## config.mk

```make
export PLATFORM = sky130hd
export DESIGN_NAME = video_out_ctrl
export DESIGN_NICKNAME = d
export VERILOG_FILES = /design/src/rtl/video_out_ctrl.sv
export SDC_FILE = /design/constraint.sdc
export NUM_CORES = 1
export LEC_CHECK = 0
export BUFFER_PORTS_ARGS = -buffer_cell sky130_fd_sc_hd__buf_2
export CORE_ASPECT_RATIO = 1.4
export CORE_MARGIN = 5
export CORE_UTILIZATION = 52
export CTS_CLUSTER_DIAMETER = 100
export DETAILED_ROUTE_END_ITERATION = 10
export PLACE_DENSITY = 0.72
export SKIP_CTS_REPAIR_TIMING = 1
export SLEW_MARGIN = 20
export SYNTH_ARGS = -nofsm -noshare
export SYNTH_HDL_FRONTEND = slang
export SYNTH_SLANG_ARGS = --single-unit
export TNS_END_PERCENT = 5
```

## constraint.sdc

```tcl
create_clock -name clk -period 2.5 [get_ports clk]
set_input_delay 0.25 -clock clk [delete_from_list [all_inputs] [get_ports clk]]
set_output_delay 0.25 -clock clk [all_outputs]
set_load 0.1 [all_outputs]
```

## src/rtl/video_out_ctrl.sv

```systemverilog
// video_out_ctrl: video timing generator with a mode sequencer that switches ypbpr_en only at the vsync leading edge, then mutes for a settle period
module video_out_ctrl #(
    parameter int H_ACTIVE    = 640,
    parameter int H_FP        = 16,
    parameter int H_SYNC      = 96,
    parameter int H_BP        = 48,
    parameter int V_ACTIVE    = 480,
    parameter int V_FP        = 10,
    parameter int V_SYNC      = 2,
    parameter int V_BP        = 33,
    parameter int MUTE_FRAMES = 2
) (
    input  logic        clk,
    input  logic        reset,
    input  logic        ce_pix,
    input  logic        ypbpr_req,
    output logic [11:0] hcount,
    output logic [10:0] vcount,
    output logic        de,
    output logic        hsync,
    output logic        vsync,
    output logic        csync,
    output logic        frame_start,
    output logic        ypbpr_en,
    output logic        mute,
    output logic        busy
);
    localparam int H_TOTAL = H_ACTIVE + H_FP + H_SYNC + H_BP;
    localparam int V_TOTAL = V_ACTIVE + V_FP + V_SYNC + V_BP;
    localparam int HS_BEG  = H_ACTIVE + H_FP;
    localparam int VS_BEG  = V_ACTIVE + V_FP;

    typedef enum logic [1:0] {RUN, PEND, MUTE} state_t;

    state_t      state_q, state_d;
    logic [11:0] hcount_q, hcount_d, h_nxt;
    logic [10:0] vcount_q, vcount_d, v_nxt;
    logic [3:0]  mute_cnt_q, mute_cnt_d;
    logic        de_q, de_d, hsync_q, hsync_d, vsync_q, vsync_d, csync_q, csync_d;
    logic        frame_start_q, frame_start_d, ypbpr_en_q, ypbpr_en_d, mute_q, mute_d;
    logic        fs_tick, vs_edge;

    // Decode from the next-count values so the sync flags line up with the counters.
    always_comb begin
        h_nxt         = (hcount_q == 12'(H_TOTAL - 1)) ? '0 : hcount_q + 12'd1;
        v_nxt         = (hcount_q != 12'(H_TOTAL - 1)) ? vcount_q :
                        (vcount_q == 11'(V_TOTAL - 1)) ? '0 : vcount_q + 11'd1;
        fs_tick       = ce_pix && h_nxt == '0 && v_nxt == '0;
        vs_edge       = ce_pix && h_nxt == '0 && v_nxt == 11'(VS_BEG);
        hcount_d      = ce_pix ? h_nxt : hcount_q;
        vcount_d      = ce_pix ? v_nxt : vcount_q;
        de_d          = ce_pix ? (h_nxt < 12'(H_ACTIVE) && v_nxt < 11'(V_ACTIVE)) : de_q;
        hsync_d       = ce_pix ? (h_nxt >= 12'(HS_BEG) && h_nxt < 12'(HS_BEG + H_SYNC)) : hsync_q;
        vsync_d       = ce_pix ? (v_nxt >= 11'(VS_BEG) && v_nxt < 11'(VS_BEG + V_SYNC)) : vsync_q;
        csync_d       = hsync_d ^ vsync_d;
        frame_start_d = fs_tick;
    end

    always_comb begin
        state_d    = state_q;
        ypbpr_en_d = ypbpr_en_q;
        mute_d     = mute_q;
        mute_cnt_d = mute_cnt_q;
        if (ce_pix) begin
            case (state_q)
                RUN:  state_d = (ypbpr_req != ypbpr_en_q) ? PEND : RUN;
                PEND: begin
                    if (ypbpr_req == ypbpr_en_q) begin
                        state_d = RUN;
                    end else if (vs_edge) begin
                        ypbpr_en_d = ypbpr_req;
                        mute_d     = 1'b1;
                        mute_cnt_d = 4'(MUTE_FRAMES);
                        state_d    = MUTE;
                    end
                end
                MUTE: begin
                    if (fs_tick) begin
                        mute_cnt_d = mute_cnt_q - 4'd1;
                        mute_d     = mute_cnt_q != 4'd1;
                        state_d    = (mute_cnt_q == 4'd1) ? RUN : MUTE;
                    end
                end
                default: state_d = RUN;
            endcase
        end
    end

    always_ff @(posedge clk) begin
        if (reset) begin
            state_q       <= RUN;
            hcount_q      <= '0;
            vcount_q      <= '0;
            mute_cnt_q    <= '0;
            de_q          <= 1'b0;
            hsync_q       <= 1'b0;
            vsync_q       <= 1'b0;
            csync_q       <= 1'b0;
            frame_start_q <= 1'b0;
            ypbpr_en_q    <= 1'b0;
            mute_q        <= 1'b0;
        end else begin
            state_q       <= state_d;
            hcount_q      <= hcount_d;
            vcount_q      <= vcount_d;
            mute_cnt_q    <= mute_cnt_d;
            de_q          <= de_d;
            hsync_q       <= hsync_d;
            vsync_q       <= vsync_d;
            csync_q       <= csync_d;
            frame_start_q <= frame_start_d;
            ypbpr_en_q    <= ypbpr_en_d;
            mute_q        <= mute_d;
        end
    end

    assign hcount      = hcount_q;
    assign vcount      = vcount_q;
    assign de          = de_q;
    assign hsync       = hsync_q;
    assign vsync       = vsync_q;
    assign csync       = csync_q;
    assign frame_start = frame_start_q;
    assign ypbpr_en    = ypbpr_en_q;
    assign mute        = mute_q;
    assign busy        = state_q != RUN;
endmodule

```

### Word level (Yosys, flattened, before mapping)

Index checks and enable logic that the tools add are counted.
Widths: inputs -> output; s select.

| operators by class | value |
|---|---|
| multiplexer cells | 19 |
| equal/unequal tests | 14 |
| $lt $le $gt $ge | 6 |
| add/sub/neg operators | 3 |
| bitwise gates (word level) | 2 |
| reductions and logical operators | 14 |

Operators by type and width:

| cell | count |
|---|---|
| $lt 12x10->1 const B | 2 |
| $lt 11x9->1 const B | 2 |
| $mux 11 | 2 |
| $add 12x1->12 const B | 1 |
| $eq 12x10->1 const B | 1 |
| $ge 12x10->1 const B | 1 |
| $logic_not 12->1 | 1 |
| $mux 12 | 1 |
| $mux 4 | 3 |
| $ne 12x10->1 const B | 1 |
| $add 11x1->11 const B | 1 |
| $eq 11x10->1 const B | 1 |
| $eq 11x9->1 const B | 1 |
| $ge 11x9->1 const B | 1 |
| $logic_not 11->1 | 1 |
| $mux 2 | 4 |
| $pmux 4 s2 | 1 |
| $logic_and 1x1->1 | 6 |
| $mux 1 | 6 |
| $ne 2x2->1 const B | 3 |
| $pmux 2 s3 | 1 |
| $reduce_and 5->1 | 1 |
| $eq 4x1->1 const B | 1 |
| $ne 4x1->1 const B | 1 |
| 13 further kinds | 14 |

| storage, ports and cells | value |
|---|---|
| output and inout bits | 31 |
| logic and storage cells | 69 |
| input port bits | 4 |
| register bits | 36 |

### Depth between registers and ports, before layout

Gate-level depths: netlist of run 1.

| logic depth | value |
|---|---|
| word-level depth | 8 |
| gate-level depth with buffers | 11 |
| gate-level depth less buffers | 10 |

### Worst setup path before layout of run 1

No wires, ideal clock.

| path | value |
|---|---|
| path type | register to register |
| start | register hcount_q[1], in the netlist hcount[1] |
| end | register mute_cnt_q[2] |
| required time | 2.426 ns |
| cell stages (with the launch flop) | 11 |
| path buffers | 1 |
| slack | -0.831 ns |
| clock period less this slack | 3.331 ns |
| library setup time | 0.074 ns |
| arrival time | 3.257 ns |
| path through | dfxtp_1 ha_1 and4_1 buf_4 nand3_4 o21a_1 or2_1 nor3b_2 nand2_2 or4_1 a31oi_1 |

| on the way | value |
|---|---|
| word-level cells in the longest chain between the ends | 7 |
| elaborated cells on any way between the ends | 14 |
| those cells by class | add/sub: 1; eq/ne: 5; mux: 2; reduce/logical: 6 |

Ends and longest elaborated chain:

| what | line | source |
|---|---|---|
| start: declaration | 36 | `logic [11:0] hcount_q, hcount_d, h_nxt;` |
| start signal: assignment | 104 | `hcount_q <= hcount_d;` |
| $add 12x1->12 / $eq 12x10->1 (equally long branches) | 45 | `h_nxt = (hcount_q == 12'(H_TOTAL - 1)) ? '0 : hcount_q + 12'd1;` |
| $mux 12 | 45 |  |
| $logic_not 12->1 | 48, 49 |  |
| $logic_and 1x1->1 | 48, 49 |  |
| $logic_and 1x1->1 (on tied branches) | 49, 48 |  |
| $ne 2x2->1 (no line) | -- |  |
| $reduce_and 5->1 (no line) * | -- |  |
| end signal: assignment | 106 | `mute_cnt_q <= mute_cnt_d;` |
| end: declaration | 38 | `logic [3:0] mute_cnt_q, mute_cnt_d;` |

Every way passes the cells marked *; elsewhere a longest branch is shown, timed or not.
A chain may end at the register's enable or synchronous reset.

### Worst setup path in the final report of run 1

| path | value |
|---|---|
| start | register hcount_q[5], in the netlist hcount[5] |
| end | register mute_cnt_q[2] |

The elaborated chain is that of the path after synthesis.

==> results of run 1 <==
[cell usage after synthesis (all sizes together) (2+ instances only)]
master  instances
and4bb          2
mux2i           4
a32o            2
inv            10
a311oi          2
or2             5
nand2          31
nor3b           3
a31oi           9
o21bai          2
nand4          12
nor2b           3
dfxtp          36
nor4b           2
nor4            5
nor3           16
o21a            5
and4            2
ha              5
clkbuf         14
buf            12
and3           10
a21oi          29
o211ai          2
nand3          21
nor2           34
xnor2           7
or4             3
xor2           11
or3             5
and2            2
nand2b          2
nand3b          2
o21ai          21
[worst max-delay path: stages, from the launching register on]
cell      delay [ns]
dfxtp_4         0.35
and4bb_4        0.40
nand3_4         0.13
buf_6           0.15
o21a_1          0.17
or2_1           0.24
nor3b_2         0.23
nand2_2         0.11
or4_4           0.49
a31oi_1         0.18
[power breakdown]
| part | switching, W | leakage [nW] | total, W | internal [W] |
|---|---|---|---|---|
| Clock | 0.000224 | 0.0479 | 0.000418 | 0.000194 |
| Sequential | 0.00000481 | 0.308 | 0.000565 | 0.000560 |
| Combinational | 0.0000767 | 0.978 | 0.000102 | 0.0000254 |
| Total | 0.000305 | 1.33 | 0.00109 | 0.000780 |
[per-stage QoR]
| stage | cells | util | hold slack, ns | cell area [µm²] |
|---|---|---|---|---|
| finish | 466 | 0.6786 | 0.2271 | 3286 |
| global route | 466 | 0.6786 | 0.2503 | 3286 |
| CTS | 459 | 0.6556 | 0.2282 | 3174 |
| detailed placement | 451 | 0.6375 | 0.4481 | 3087 |
| global placement | 451 | 0.6375 | 0.4474 | 3087 |
| floorplan | 343 | - | 0.3939 | 2738 |
[cell type report]
type / instances / area [µm²] / area share
Clock buffer: 5 / 68.82 / 0.02094
Clock inverter: 3 / 18.77 / 0.005712
Inverter: 10 / 37.54 / 0.01142
Multi-Input combinational cell: 271 / 1793 / 0.5457
Sequential cell: 36 / 794.5 / 0.2418
Tap cell: 64 / 80.08 / 0.02437
Timing Repair Buffer: 77 / 493.0 / 0.1500
[worst paths after layout]
check        startpoint             to
max reg2reg   hcount[5]  mute_cnt_q[2]
min reg2reg        mute           mute
min           ypbpr_req       ypbpr_en
max           hcount[5]  mute_cnt_q[2]
[cells in the final DEF, fill, tap and decap left out, types with 9 or more instances in the layout]
cell     instances
nor2_1          33
buf_2           34
nand3_1         19
a21oi_1         29
nand2_1         29
and3_1           9
o21ai_0         20
inv_1           10
nand4_1         11
buf_4           41
dfxtp_1         13
xor2_1          11
nor3_1          12
dfxtp_4         18
[flip-flops by register name (all words and copies together) (netlist names)]
| signal | cells |
|---|---|
| ypbpr_en | 1 |
| state_q | 2 |
| frame_start | 1 |
| csync | 1 |
| de | 1 |
| hcount | 12 |
| vsync | 1 |
| mute | 1 |
| hsync | 1 |
| mute_cnt_q | 4 |
| vcount | 11 |
[cells by family (layout without fill, tap and decap cells)]
kind of cell | Yosys count | after routing | synth area share
and+or+nand+nor | 160 | 160 | 0.3553
AOI/OAI and AO/OA | 84 | 84 | 0.2010
DFF | 36 | 36 | 0.2796
buffers and inverters | 36 | 95 | 0.06310
xor gates and xnor gates | 18 | 18 | 0.06116
adders and majority gates | 5 | 5 | 0.02427
muxes | 4 | 4 | 0.01553
[routing by layer]
layer  share of wire  up-vias
li1                -     1366
met1            0.41     1319
met2            0.52       82
met3           0.033       18
met4           0.029        0
met5               0        -
==> flow_metrics.tcl, run 1 <==
set metrics [dict create \
    post-route-period-util 1.013 \
    gr-usage-met2 0.4252 \
    num_vias 2785 \
    dieArea_mm2 0.006484 \
    whs_path_depth 3 \
    num_rows 30 \
    clk_latency_ns 0.29 \
    fin_crit_ns 2.533 \
    end_kind "flip-flop" \
    cp.required_ns 2.71 \
    pre_cts_ws_ns -0.05504 \
    cap_violations 0 \
    viasPerCell 5.976 \
    gp_congestion 0.8919 \
    path_clk_slew_ns 0.08 \
    die_h_um 93.30 \
    grt.met3_usage 0.03226 \
    fmax_ghz 0.3947 \
    ys.flop_type "dfxtp_1" \
    fin_nets 410 \
    synth-edff-count 0 \
    drt-wirelength-per-cell_um 16.00 \
    grt_pass1_vias 2693 \
    overflow 0 \
    power_w 0.001085 \
    synth_seq_cells 36 \
    dp_hpwl_um 5350 \
    finalHoldViolCount 0 \
    ys_seq_area_frac 0.2796 \
    worst_pin_slew_ns 0.6764 \
    grt_util_met1 0.2612 \
    area_growth_pct 27.48 \
    initial_core_util 0.5323 \
    coreArea_mm2 0.004842 \
    synth.distinct_cells 59 \
    cts.sinks 36 \
    p_leak_nw 1.334 \
    firstDrtPassIters 4 \
    cts-buffers-inserted 5 \
    setup_tns_ns -0.03328 \
    wl_um 7454 \
    setup_ws_ns -0.03328 \
    relSlewSlack 0.5491 \
    rsz0062_at_grt "true" \
    yosysWarnings 0 \
    grt_use_total 0.2312 \
    status "finished, violations left" \
    synthTopCellsByArea "dfxtp_1 28%, a21oi_1 5.6%, nor2_1 5.0%" \
    skew_ns 0.007993 \
    hold_class "in2reg" \
    drv_slew 0 \
    cts_root_buf "clkbuf_8" \
    detail-route-antenna-nets 0 \
    syn_area_mm2 0.002577 \
    grt_start_max_net_pins 37 \
    synth_area_leader_cell "dfxtp_1" \
    io_buffers 34 \
    cp-start-kind "flip-flop" \
    rr_worst_depth 9 \
    path_max_fanout 6 \
    drc_errors 0 \
    grt_antenna_before_repair 0 \
    clock_path_buffers 2 \
    setup_viol 1 \
    dieWidth_um 69.50 \
    violations "negative setup slack" \
    grt_pass1_wl_um 12340 \
    synth_top_area_share 0.2796 \
    syn_area_per_cell_um2 7.514 \
    cts_tree "yes" \
    synth_nets 352 \
    async_flop_share 0 \
    top_usage_layer "met2" \
    crit_type "reg2reg" \
    n_antenna_cell 0 \
    r2r_slack_ns -0.03 \
    critPathArrivalTime_ns 2.74 \
    htreeDepth 2 \
    vdd_drop_max_mv 0.2480 \
    p_per_area_mw_per_mm2 330.3 \
    syn-instance-count 343 \
    fillers 418 \
    dr.first_iter.drc_count 211 \
    ios 35 \
    layout-drive-gt1-share 0.3433 \
]
No activity file was read; power rests on OpenSTA's default activity.
==> run 2, diff against run 1 <==
--- a/config.mk
+++ b/config.mk
@@ -12,6 +12,7 @@
 export CTS_CLUSTER_DIAMETER = 100
 export DETAILED_ROUTE_END_ITERATION = 10
 export PLACE_DENSITY = 0.72
+export RECOVER_POWER = 100
 export SKIP_CTS_REPAIR_TIMING = 1
 export SLEW_MARGIN = 20
 export SYNTH_ARGS = -nofsm -noshare
==> run 2 against run 1 <==
The flow still finishes with violations (negative setup slack). Setup slack better by 0.0070 ns. Cell area shrank 1.4%. Critical path type unchanged. Non-clock buffer count unchanged. Sequential cell count unchanged. Sequential share of layout area up 0.35 points.
==> flow_metrics.tcl, run 2 (synthesis results as in run 1) <==
set metrics [dict create \
    multiInputGateArea_mm2 0.001793 \
    finalHoldViolCount 0 \
    detail-route-antenna-nets 0 \
    gp_congestion 0.8919 \
    vdd_drop_max_mv 0.2488 \
    final_cells 466 \
    overflow 0 \
    dp_hpwl_um 5350 \
    p_per_area_mw_per_mm2 335.5 \
    dr.first_iter.drc_count 192 \
    largest_reg_flops 12 \
    status "finished, violations left" \
    place_inst 451 \
    num_vias 2810 \
    n_antenna_cell 0 \
    clock_path_buffers 2 \
    wl_um 7471 \
    fmax_ghz 0.3958 \
    htreeDepth 2 \
    viasPerCell 6.030 \
    placed_area_mm2 0.003087 \
    die_h_um 93.30 \
    fin_nets 410 \
    finalCoreUtilization 0.6690 \
    setup_ws_ns -0.02630 \
    fillers 440 \
    drv_slew 0 \
    cp-start-kind "flip-flop" \
    cts-buffers-inserted 5 \
    grt_start_max_net_pins 37 \
    cap_violations 0 \
    post-route-period-util 1.011 \
    clk_latency_ns 0.29 \
    grt_antenna_before_repair 0 \
    end_kind "flip-flop" \
    grt_pass1_wl_um 12340 \
    critPathArrivalTime_ns 2.73 \
    num_rows 30 \
    path_max_fanout 6 \
    coreArea_mm2 0.004842 \
    layout-drive-gt1-share 0.2612 \
    fin_area_mm2 0.003239 \
    dieWidth_um 69.50 \
    drt-wirelength-per-cell_um 16.03 \
    final_cell_mix "39 x buf_4, 34 x clkbuf_1, 33 x nor2_1, 29 x nand2_1, 29 x a21oi_1" \
    grt_use_total 0.2312 \
    cts.sinks 36 \
    cts_tree "yes" \
    worst_pin_slew_ns 1.206 \
    io_buffers 34 \
    crit_type "reg2reg" \
    skew_ns 0.006991 \
    path_clk_slew_ns 0.08 \
    initial_core_util 0.5323 \
    area_growth_pct 25.68 \
    relSlewSlack 0.1992 \
    grt_pass1_vias 2693 \
    dieArea_mm2 0.006484 \
    p_leak_nw 1.192 \
    ios 35 \
    drc_errors 0 \
    firstDrtPassIters 4 \
    fin_crit_ns 2.526 \
    hold_class "in2reg" \
    setup_tns_ns -0.02630 \
    violations "negative setup slack" \
    hold_ws_ns 0.2256 \
    cts_root_buf "clkbuf_8" \
    final_common_cell "buf_4" \
    cp.required_ns 2.71 \
    rsz0062_at_grt "true" \
    final-seq-area_um2 794.5 \
    setup_viol 1 \
]
-- run 2: cell count changes in the layout (fill, tap and decap cells not counted) --
cell,change
buf_2,-31
buf_4,-2
clkbuf_1,+33
-- run 2: worst paths after layout --
| kind | from | cells past startpoint | slack, ns | end |
|---|---|---|---|---|
| max | hcount[5] | 9 | -0.03 | mute_cnt_q[2] |
| min | ypbpr_req | 3 | 0.23 | ypbpr_en |
| max reg2reg | hcount[5] | 9 | -0.03 | mute_cnt_q[2] |
| min reg2reg | mute | 1 | 0.47 | mute |
-- run 2: through the flow --
step	setup slack [ns]	total power (W)
after floorplan	-0.08079	0.0006542
final	-0.02630	0.001087
after CTS	-0.08716	0.001095
after detailed placement	-0.05504	0.0006779
after global placement	-0.01953	0.0006775
after global routing	-0.1412	0.001131
-- run 2: final cells by class --
class	count	share of cell area
Inverter	10	0.01159
Sequential cell	36	0.2453
Tap cell	64	0.02472
Multi-Input combinational cell	271	0.5535
Clock buffer	5	0.02124
Timing Repair Buffer	77	0.1379
Clock inverter	3	0.005794
-- run 2: metal layers --
metal	GRT usage	routed length [µm]	vias to the layer above
li1	-	-	1361
met1	0.2612	3023	1342
met2	0.4252	3866	87
met3	0.03226	343	20
met4	0.1059	238	0
met5	0	0	-
-- run 2: power breakdown --
part | internal (W) | leakage (nW) | switching, W
logic | 0.0000237 | 0.837 | 0.0000769
registers | 0.000560 | 0.308 | 0.00000483
clock network | 0.000194 | 0.0479 | 0.000227
total | 0.000778 | 1.19 | 0.000309
-- run 2: worst max-delay path, stage by stage (launching register included) --
cell and delay [ns]:
dfxtp_4 0.35, and4bb_4 0.40, nand3_4 0.13, buf_6 0.15, o21a_1 0.17, or2_1 0.24
nor3b_2 0.23, nand2_2 0.11, or4_4 0.49, a31oi_1 0.18
